<file path="config.mk">
export PLATFORM = sky130hd
export DESIGN_NAME = ps2_cmd_ctrl
export DESIGN_NICKNAME = d
export VERILOG_FILES = /design/src/rtl/ps2_cmd_ctrl.sv
export SDC_FILE = /design/constraint.sdc
export NUM_CORES = 1
export LEC_CHECK = 0
export ABC_AREA = 1
export CAP_MARGIN = 40
export CORE_MARGIN = 5
export CORE_UTILIZATION = 65
export DETAILED_ROUTE_END_ITERATION = 7
export DONT_BUFFER_PORTS = 1
export PLACE_DENSITY_LB_ADDON = 0.05
export SLEW_MARGIN = 5
export SYNTH_ARGS = -nofsm -noshare
export SYNTH_HDL_FRONTEND = slang
export SYNTH_SLANG_ARGS = --single-unit
</file>
<file path="constraint.sdc">
create_clock -name clk -period 2.9 [get_ports clk]
set_input_delay 0.58 -clock clk [delete_from_list [all_inputs] [get_ports clk]]
set_output_delay 0.58 -clock clk [all_outputs]
set_load 0.02 [all_outputs]
</file>
<file path="src/rtl/ps2_cmd_ctrl.sv">
// PS/2 scan-code to scoreboard command translator.
// Tracks E0/F0 prefixes, suppresses typematic repeats, times out stale prefixes.
module ps2_cmd_ctrl #(
  parameter int TIMEOUT_CYC = 1000000
) (
  input  logic       clk,
  input  logic       reset,
  input  logic       byte_valid,
  input  logic [7:0] byte_in,
  output logic       cmd_valid,
  output logic       cmd_team,
  output logic       cmd_sub,
  output logic [1:0] cmd_amt,
  output logic       pause_pulse,
  output logic       seq_err
);

  localparam int CW = $clog2(TIMEOUT_CYC + 1);
  localparam logic [CW-1:0] TMAX = CW'(TIMEOUT_CYC);

  typedef enum logic [1:0] {
    IDLE,
    EXT,
    BRK,
    EXT_BRK
  } state_t;

  state_t      state, state_d, cur;
  logic [CW-1:0] cnt, cnt_d;
  logic [7:0]  held_code, held_d;
  logic        held_vld, hv_cur, hv_d;
  logic        tout;
  logic        hit, is_pause, m_team, m_sub;
  logic [1:0]  m_amt;
  logic        cv_d, pp_d, team_d, sub_d;
  logic [1:0]  amt_d;

  always_comb begin
    hit      = 1'b1;
    is_pause = 1'b0;
    m_team   = 1'b0;
    m_sub    = 1'b0;
    m_amt    = 2'd0;
    case (byte_in)
      8'h16: m_amt = 2'd1;
      8'h1E: m_amt = 2'd2;
      8'h26: m_amt = 2'd3;
      8'h15: begin m_sub = 1'b1; m_amt = 2'd1; end
      8'h1D: begin m_sub = 1'b1; m_amt = 2'd2; end
      8'h24: begin m_sub = 1'b1; m_amt = 2'd3; end
      8'h3E: begin m_team = 1'b1; m_amt = 2'd1; end
      8'h46: begin m_team = 1'b1; m_amt = 2'd2; end
      8'h45: begin m_team = 1'b1; m_amt = 2'd3; end
      8'h43: begin
        m_team = 1'b1; m_sub = 1'b1; m_amt = 2'd1;
      end
      8'h44: begin
        m_team = 1'b1; m_sub = 1'b1; m_amt = 2'd2;
      end
      8'h4D: begin
        m_team = 1'b1; m_sub = 1'b1; m_amt = 2'd3;
      end
      8'h29: is_pause = 1'b1;
      default: hit = 1'b0;
    endcase
  end

  // A timeout makes this cycle behave as IDLE, so a coincident byte is kept.
  assign tout    = (state != IDLE) && (cnt == TMAX);
  assign seq_err = tout;
  assign cur     = tout ? IDLE : state;
  assign hv_cur  = tout ? 1'b0 : held_vld;

  always_comb begin
    state_d = cur;
    held_d  = held_code;
    hv_d    = hv_cur;
    cv_d    = 1'b0;
    pp_d    = 1'b0;
    team_d  = cmd_team;
    sub_d   = cmd_sub;
    amt_d   = cmd_amt;
    if (byte_valid) begin
      unique case (cur)
        IDLE: begin
          if (byte_in == 8'hE0) begin
            state_d = EXT;
          end else if (byte_in == 8'hF0) begin
            state_d = BRK;
          end else if (hit && !(hv_cur && held_code == byte_in)) begin
            held_d = byte_in;
            hv_d   = 1'b1;
            if (is_pause) begin
              pp_d = 1'b1;
            end else begin
              cv_d   = 1'b1;
              team_d = m_team;
              sub_d  = m_sub;
              amt_d  = m_amt;
            end
          end
        end
        EXT: state_d = (byte_in == 8'hF0) ? EXT_BRK : IDLE;
        BRK: begin
          state_d = IDLE;
          if (hv_cur && held_code == byte_in) hv_d = 1'b0;
        end
        EXT_BRK: state_d = IDLE;
        default: state_d = IDLE;
      endcase
    end
    cnt_d = (byte_valid || cur == IDLE) ? '0 : cnt + CW'(1);
  end

  always_ff @(posedge clk or negedge reset) begin
    if (!reset) begin
      state       <= IDLE;
      cnt         <= '0;
      held_code   <= 8'h00;
      held_vld    <= 1'b0;
      cmd_valid   <= 1'b0;
      pause_pulse <= 1'b0;
      cmd_team    <= 1'b0;
      cmd_sub     <= 1'b0;
      cmd_amt     <= 2'd0;
    end else begin
      state       <= state_d;
      cnt         <= cnt_d;
      held_code   <= held_d;
      held_vld    <= hv_d;
      cmd_valid   <= cv_d;
      pause_pulse <= pp_d;
      cmd_team    <= team_d;
      cmd_sub     <= sub_d;
      cmd_amt     <= amt_d;
    end
  end

endmodule
</file>
# ---- Yosys cells after proc, flatten, opt, wreduce, memory -nomap -nowiden
# Index checks and enable logic that the tools add are counted.
dict set report totals {
  register_bits 37
  in_bits 11
  output_inout_bits 7
  wordCells 80
}
dict set report classes {
  addsub 1
  n_eq_ne 20
  muxes 31
  n_bitwise 3
  n_reduce_logical 16
}
# cell count
set op_table {}
lappend op_table {{equality test 8 x 7 -> 1 bit (second input constant)} 5}
lappend op_table {{equality test 8 x 5 -> 1 bit (second input constant)} 4}
lappend op_table {{equality test 8 x 6 -> 1 bit (second input constant)} 4}
lappend op_table {{2-to-1 mux 1 bit} 22}
lappend op_table {{adder 20 x 1 -> 20 bit (second input constant)} 1}
lappend op_table {{equality test 20 bit (second input constant)} 1}
lappend op_table {{2-to-1 mux 20 bit} 1}
lappend op_table {{equality test 8 bit (second input constant)} 2}
lappend op_table {{OR reduction 13 bit} 1}
lappend op_table {{one-hot mux 2 bit (3 select lines)} 2}
lappend op_table {{OR reduction 4 bit} 3}
lappend op_table {{OR reduction 6 bit} 2}
lappend op_table {{2-to-1 mux 2 bit} 5}
lappend op_table {{equality test 8 bit} 1}
lappend op_table {{AND reduction 6 bit} 1}
lappend op_table {{AND reduction 5 bit} 1}
lappend op_table {{equality test 2 bit (second input constant)} 2}
lappend op_table {{logical AND 1 bit} 3}
lappend op_table {{inverter 1 bit} 3}
lappend op_table {{equality test 2 x 1 -> 1 bit (second input constant)} 1}
lappend op_table {{zero test 2 bit} 1}
lappend op_table {{one-hot mux 1 bit (2 select lines)} 1}
lappend op_table {{nonzero test 2 bit} 1}
lappend op_table {{OR reduction 2 bit} 1}
lappend op_table {{2 further kinds} 2}

# ---- Depth between registers and ports, before layout
dict set report depth {
  word_depth 11
  mapped_depth 12
  mapped_depth_nobuf 11
}

# ---- Worst setup path before layout
# No wires, ideal clock.
dict set report synth_path {
  path_type {reg2out}
  from {reg cnt[0]}
  to {out seq_err}
  arrival_time_ns 1.460
  required_ns 2.320
  setup_slack_ns 0.860
  stages_incl_launch_ff 7
  n_path_buf 0
  cell_sequence {dfrtp_1 inv_1 ha_1 nand4_1 nor2_1 nand2_1 nor4_1}
}
dict set report synth_between {
  elab_chain_len 2
}
# element line
set synth_lines {}
lappend synth_lines {{from (decl)} 29} ;# logic [CW-1:0] cnt, cnt_d;
lappend synth_lines {{from (signal assigned)} 128} ;# cnt <= cnt_d;
lappend synth_lines {{equality test 20 bit} 69} ;# assign tout = (state != IDLE) && (cnt == TMAX);
lappend synth_lines {{logical AND 1 bit} 69}
lappend synth_lines {{to (decl)} 15} ;# output logic seq_err
# Every way passes these cells.

# ---- Worst setup path in the final report
# Ends and elaborated chain as after synthesis.

==> impl_metrics.xml <==
<?xml version="1.0" encoding="UTF-8"?>
<metrics>
  <group name="run_status">
    <metric name="status" unit="">finished, final reports clean</metric>
  </group>
  <group name="clock_tree">
    <metric name="cts_root_buf" unit="">sky130_fd_sc_hd__clkbuf_8</metric>
    <metric name="cts_max_level" unit="">2</metric>
    <metric name="clock_insertion_delay_worst_skew" unit="ns">0.29</metric>
    <metric name="clk_pin_slew_worst_paths" unit="ns">0.08</metric>
    <metric name="cts-buffers-inserted" unit="">5</metric>
    <metric name="post_cts_resize_count" unit="">0</metric>
    <metric name="numClockSinks" unit="">37</metric>
    <metric name="cts_tree" unit="">done</metric>
    <metric name="cts-root-to-sink-buffers" unit="">2</metric>
  </group>
  <group name="layout">
    <metric name="diodes" unit="">0</metric>
    <metric name="final_layout_size_suffix_gt1_share" unit="%">14.5</metric>
    <metric name="num-nets-final" unit="">342</metric>
    <metric name="postLayoutCoreUtil" unit="%">70.2</metric>
    <metric name="areaGrowthSynthToFinish" unit="%">6.25</metric>
    <metric name="final_cell_area" unit="µm²">2550</metric>
  </group>
  <group name="sta">
    <metric name="rsz0062_at_grt" unit="">no</metric>
    <metric name="clock_skews" unit="ns">0.00785</metric>
    <metric name="maxSlewViolCount" unit="">0</metric>
    <metric name="worst_slew_pin_slew" unit="ns">0.673</metric>
    <metric name="max_clk_rate" unit="MHz">442</metric>
    <metric name="setup_violations" unit="">0</metric>
    <metric name="final-hold-violation-count" unit="">0</metric>
    <metric name="max-slew-margin-rel" unit="%">55.0</metric>
    <metric name="finalSetupTns" unit="ns">0</metric>
    <metric name="period_needed" unit="ns">2.26</metric>
    <metric name="timing.final.crit_share" unit="%">78.0</metric>
  </group>
  <group name="drt">
    <metric name="top_layer_used" unit="">met4</metric>
    <metric name="routed_len_inst" unit="µm">12.6</metric>
    <metric name="ant_nets" unit="">0</metric>
    <metric name="initialDrtViolationCount" unit="">112</metric>
    <metric name="routed_via_density" unit="">5.31</metric>
    <metric name="detailroute.wirelength.met3" unit="µm">174</metric>
    <metric name="dr.pass1.iters" unit="">4</metric>
    <metric name="post-route-drc-count" unit="">0</metric>
    <metric name="vias" unit="">2007</metric>
    <metric name="totalWireLength" unit="mm">4.77</metric>
    <metric name="met1Wirelength" unit="mm">2.11</metric>
    <metric name="wl_met2" unit="mm">2.43</metric>
  </group>
  <group name="yosys">
    <metric name="yosys-mux-area-fraction" unit="%">0</metric>
    <metric name="mappedNetlistNets" unit="">340</metric>
    <metric name="post_synthesis_simple_gate_area_fraction" unit="%">44.3</metric>
    <metric name="postSynthAreaPerCell" unit="µm²">7.35</metric>
    <metric name="synth-seq-cells" unit="">37</metric>
    <metric name="synth_cell_types" unit="">31</metric>
    <metric name="largest_family_of_logic_cells_by_synthesized_area" unit="">simple AND/OR/NAND/NOR gates</metric>
    <metric name="synth.top_cells.by_area" unit="">sky130_fd_sc_hd__dfrtp_1 (39%), sky130_fd_sc_hd__nand2_1 (16%), sky130_fd_sc_hd__nor2_1 (6.7%)</metric>
    <metric name="syn-instance-count" unit="">327</metric>
    <metric name="synth-adder-area-share" unit="%">1.04</metric>
    <metric name="yosys_warnings" unit="">0</metric>
    <metric name="synth-async-reset-ratio" unit="%">100</metric>
    <metric name="synth_top_area_share" unit="%">38.5</metric>
    <metric name="share_of_the_synthesized_area_in_compound_gates_ao_oa_aoi_oai" unit="%">2.97</metric>
    <metric name="number_of_enable_flip_flop_cells_after_synthesis" unit="">0</metric>
    <metric name="synth-seq-area-share" unit="%">38.5</metric>
    <metric name="commonest_cells_in_the_synthesized_netlist" unit="">sky130_fd_sc_hd__nand2_1 (100), sky130_fd_sc_hd__nor2_1 (43), sky130_fd_sc_hd__dfrtp_1 (37)</metric>
    <metric name="ys_dominant_reg_cell" unit="">sky130_fd_sc_hd__dfrtp_1</metric>
    <metric name="post_synth_xor_area_fraction" unit="%">5.10</metric>
    <metric name="synth_top_area_cell" unit="">sky130_fd_sc_hd__dfrtp_1</metric>
    <metric name="synth_area" unit="µm²">2400</metric>
    <metric name="count_leader_synth" unit="">sky130_fd_sc_hd__nand2_1</metric>
  </group>
  <group name="floorplanning">
    <metric name="floorplan.die.width" unit="µm">70.8</metric>
    <metric name="die_extent_in_y" unit="µm">70.8</metric>
    <metric name="initial_utilization" unit="%">66.1</metric>
    <metric name="fp.coreArea" unit="µm²">3630</metric>
    <metric name="num_io_pins" unit="">18</metric>
    <metric name="dieArea" unit="µm²">5010</metric>
    <metric name="row_count" unit="">22</metric>
  </group>
  <group name="critical_path">
    <metric name="critPathKind" unit="">reg2out</metric>
    <metric name="timing.critical_path.depth" unit="">7</metric>
    <metric name="worstReg2RegStart" unit="">cnt[0]</metric>
    <metric name="timing.critical_path.slowest_stage_cell" unit="">sky130_fd_sc_hd__dfrtp_1</metric>
    <metric name="timing.critical_path.required" unit="ns">2.32</metric>
    <metric name="worst-path-max-fanout" unit="">3</metric>
    <metric name="critical_path.n_buffers_inverters" unit="">2</metric>
    <metric name="cp_startpoint_kind" unit="">flop</metric>
    <metric name="worstPathCellList" unit="">inv_1 -&gt; ha_1 -&gt; nand4_1 -&gt; nor2_1 -&gt; nand2_1 -&gt; nor4_1 -&gt; buf_4</metric>
    <metric name="critical_path.startpoint" unit="">cnt[0]</metric>
    <metric name="critical-path-max-stage-delay" unit="ns">0.40</metric>
    <metric name="worstSetupEndpointType" unit="">output port</metric>
    <metric name="critical_path_arrival" unit="ns">1.68</metric>
    <metric name="reg2reg_slack" unit="ns">0.97</metric>
    <metric name="rr_worst_depth" unit="">9</metric>
    <metric name="worst_path_dominant_cell_family" unit="">simple AND/OR/NAND/NOR gates</metric>
    <metric name="timing.rr.end" unit="">cnt[17]</metric>
  </group>
  <group name="global_routing">
    <metric name="grt_pass1_vias" unit="">1978</metric>
    <metric name="grt_max_degree" unit="">38</metric>
    <metric name="track_usage" unit="%">20.8</metric>
    <metric name="grt_first_pass_wirelength" unit="mm">8.56</metric>
    <metric name="antenna_found_initial" unit="">0</metric>
    <metric name="globalRouteOverflowTotal" unit="">0</metric>
  </group>
  <group name="power">
    <metric name="clkPwrFrac" unit="%">37.6</metric>
    <metric name="net_sw_share" unit="%">26.3</metric>
    <metric name="peakVddDrop" unit="V">0.000328</metric>
    <metric name="seq_power_share" unit="%">48.1</metric>
    <metric name="net-switching-power" unit="W">0.000322</metric>
    <metric name="intPower" unit="W">0.000903</metric>
    <metric name="power.density" unit="nW/µm²">480</metric>
    <metric name="comb_power_share" unit="%">14.2</metric>
    <metric name="power.leakage" unit="nW">1.21</metric>
  </group>
  <group name="place">
    <metric name="gp_congestion" unit="">0.848</metric>
    <metric name="post_dp_cell_area" unit="µm²">2420</metric>
    <metric name="dp.final_hpwl" unit="mm">3.59</metric>
    <metric name="numPortBuffers" unit="">0</metric>
  </group>
  <group name="worst_hold_path">
    <metric name="worstHoldPathType" unit="">in2async</metric>
  </group>
  <group name="flow_run">
    <metric name="max_cap_violations" unit="">0</metric>
  </group>
</metrics>
worst max-delay path by stage:
| stage | to | slack (ns) |
|---|---|---|
| after floorplan | seq_err | 0.86 |
| final | seq_err | 0.64 |
| after global routing | seq_err | 0.54 |
| after CTS | seq_err | 0.71 |
| after global placement | cnt[17] | 1.05 |
| after detailed placement | cnt[17] | 0.96 |
placed cells by master, fill, tap and decap left out, types with 6 or more instances in the layout:
cell                       count
sky130_fd_sc_hd__clkbuf_8      6
sky130_fd_sc_hd__dfrtp_1      37
sky130_fd_sc_hd__inv_1        27
sky130_fd_sc_hd__inv_2         9
sky130_fd_sc_hd__nand2_1     100
sky130_fd_sc_hd__nand2_2       8
sky130_fd_sc_hd__nand3_1      10
sky130_fd_sc_hd__nand4_1      21
sky130_fd_sc_hd__nor2_1       43
sky130_fd_sc_hd__nor2_2        8
sky130_fd_sc_hd__nor3_1        7
sky130_fd_sc_hd__xnor2_1       8
sky130_fd_sc_hd__xor2_1        6
logic make-up after synthesis:
family	count (synthesis)
AND/OR/NAND/NOR	217
flip-flops	37
adder cells (fa/ha/maj)	2
buffers and inverters	44
XOR/XNOR	14
AO/OA/AOI/OAI	13
sequential cells by signal, summed over array words and instances, names as in the netlist:
name and cells:
cmd_amt 2, cmd_valid 1, cmd_team 1, cnt 20, cmd_sub 1, pause_pulse 1
state 2, held_code 8, held_vld 1
per-stage QoR:
stage               total power, W  cells  setup WS [ns]  hold slack [ns]
finish                     0.00123    378          0.639            0.122
global placement          0.000757    369           1.05            0.285
global route               0.00130    378          0.540            0.128
CTS                        0.00124    378          0.707            0.126
floorplan                 0.000743    327          0.860            0.284
detailed placement        0.000762    369          0.965            0.285
power groups by stage:
| stage | logic [W] | registers, W | clock network [W] |
|---|---|---|---|
| 6_report | 0.000174 | 0.000590 | 0.000461 |
| 5_1_grt | 0.000200 | 0.000595 | 0.000502 |
| 4_1_cts | 0.000176 | 0.000590 | 0.000472 |
| 3_5_place_dp | 0.000163 | 0.000599 | 0 |
| 3_3_place_gp | 0.000158 | 0.000599 | 0 |
| 2_1_floorplan | 0.000150 | 0.000593 | 0 |
final cells by class:
| class | count | area (µm²) |
|---|---|---|
| inverters | 37 | 139 |
| repair buffers | 2 | 27.5 |
| clock buffers | 7 | 86.3 |
| clock inverters | 1 | 30.0 |
| multi-input cells | 246 | 1280 |
| fillers | 338 | 1080 |
| flip-flops and latches | 37 | 926 |
| well taps | 48 | 60.1 |
metal layers:
metal	up-vias	global-route usage, %
li1	1041	-
met3	6	4.55
met4	0	5.64
met2	26	36.7
met1	934	25.5
met5	-	0
repair_timing:
item,4_1_cts,5_1_grt
hold buffers,1,0
hold endpoints to repair,37,0
buffers inserted,0,0
(Power assumes the default switching activity.)
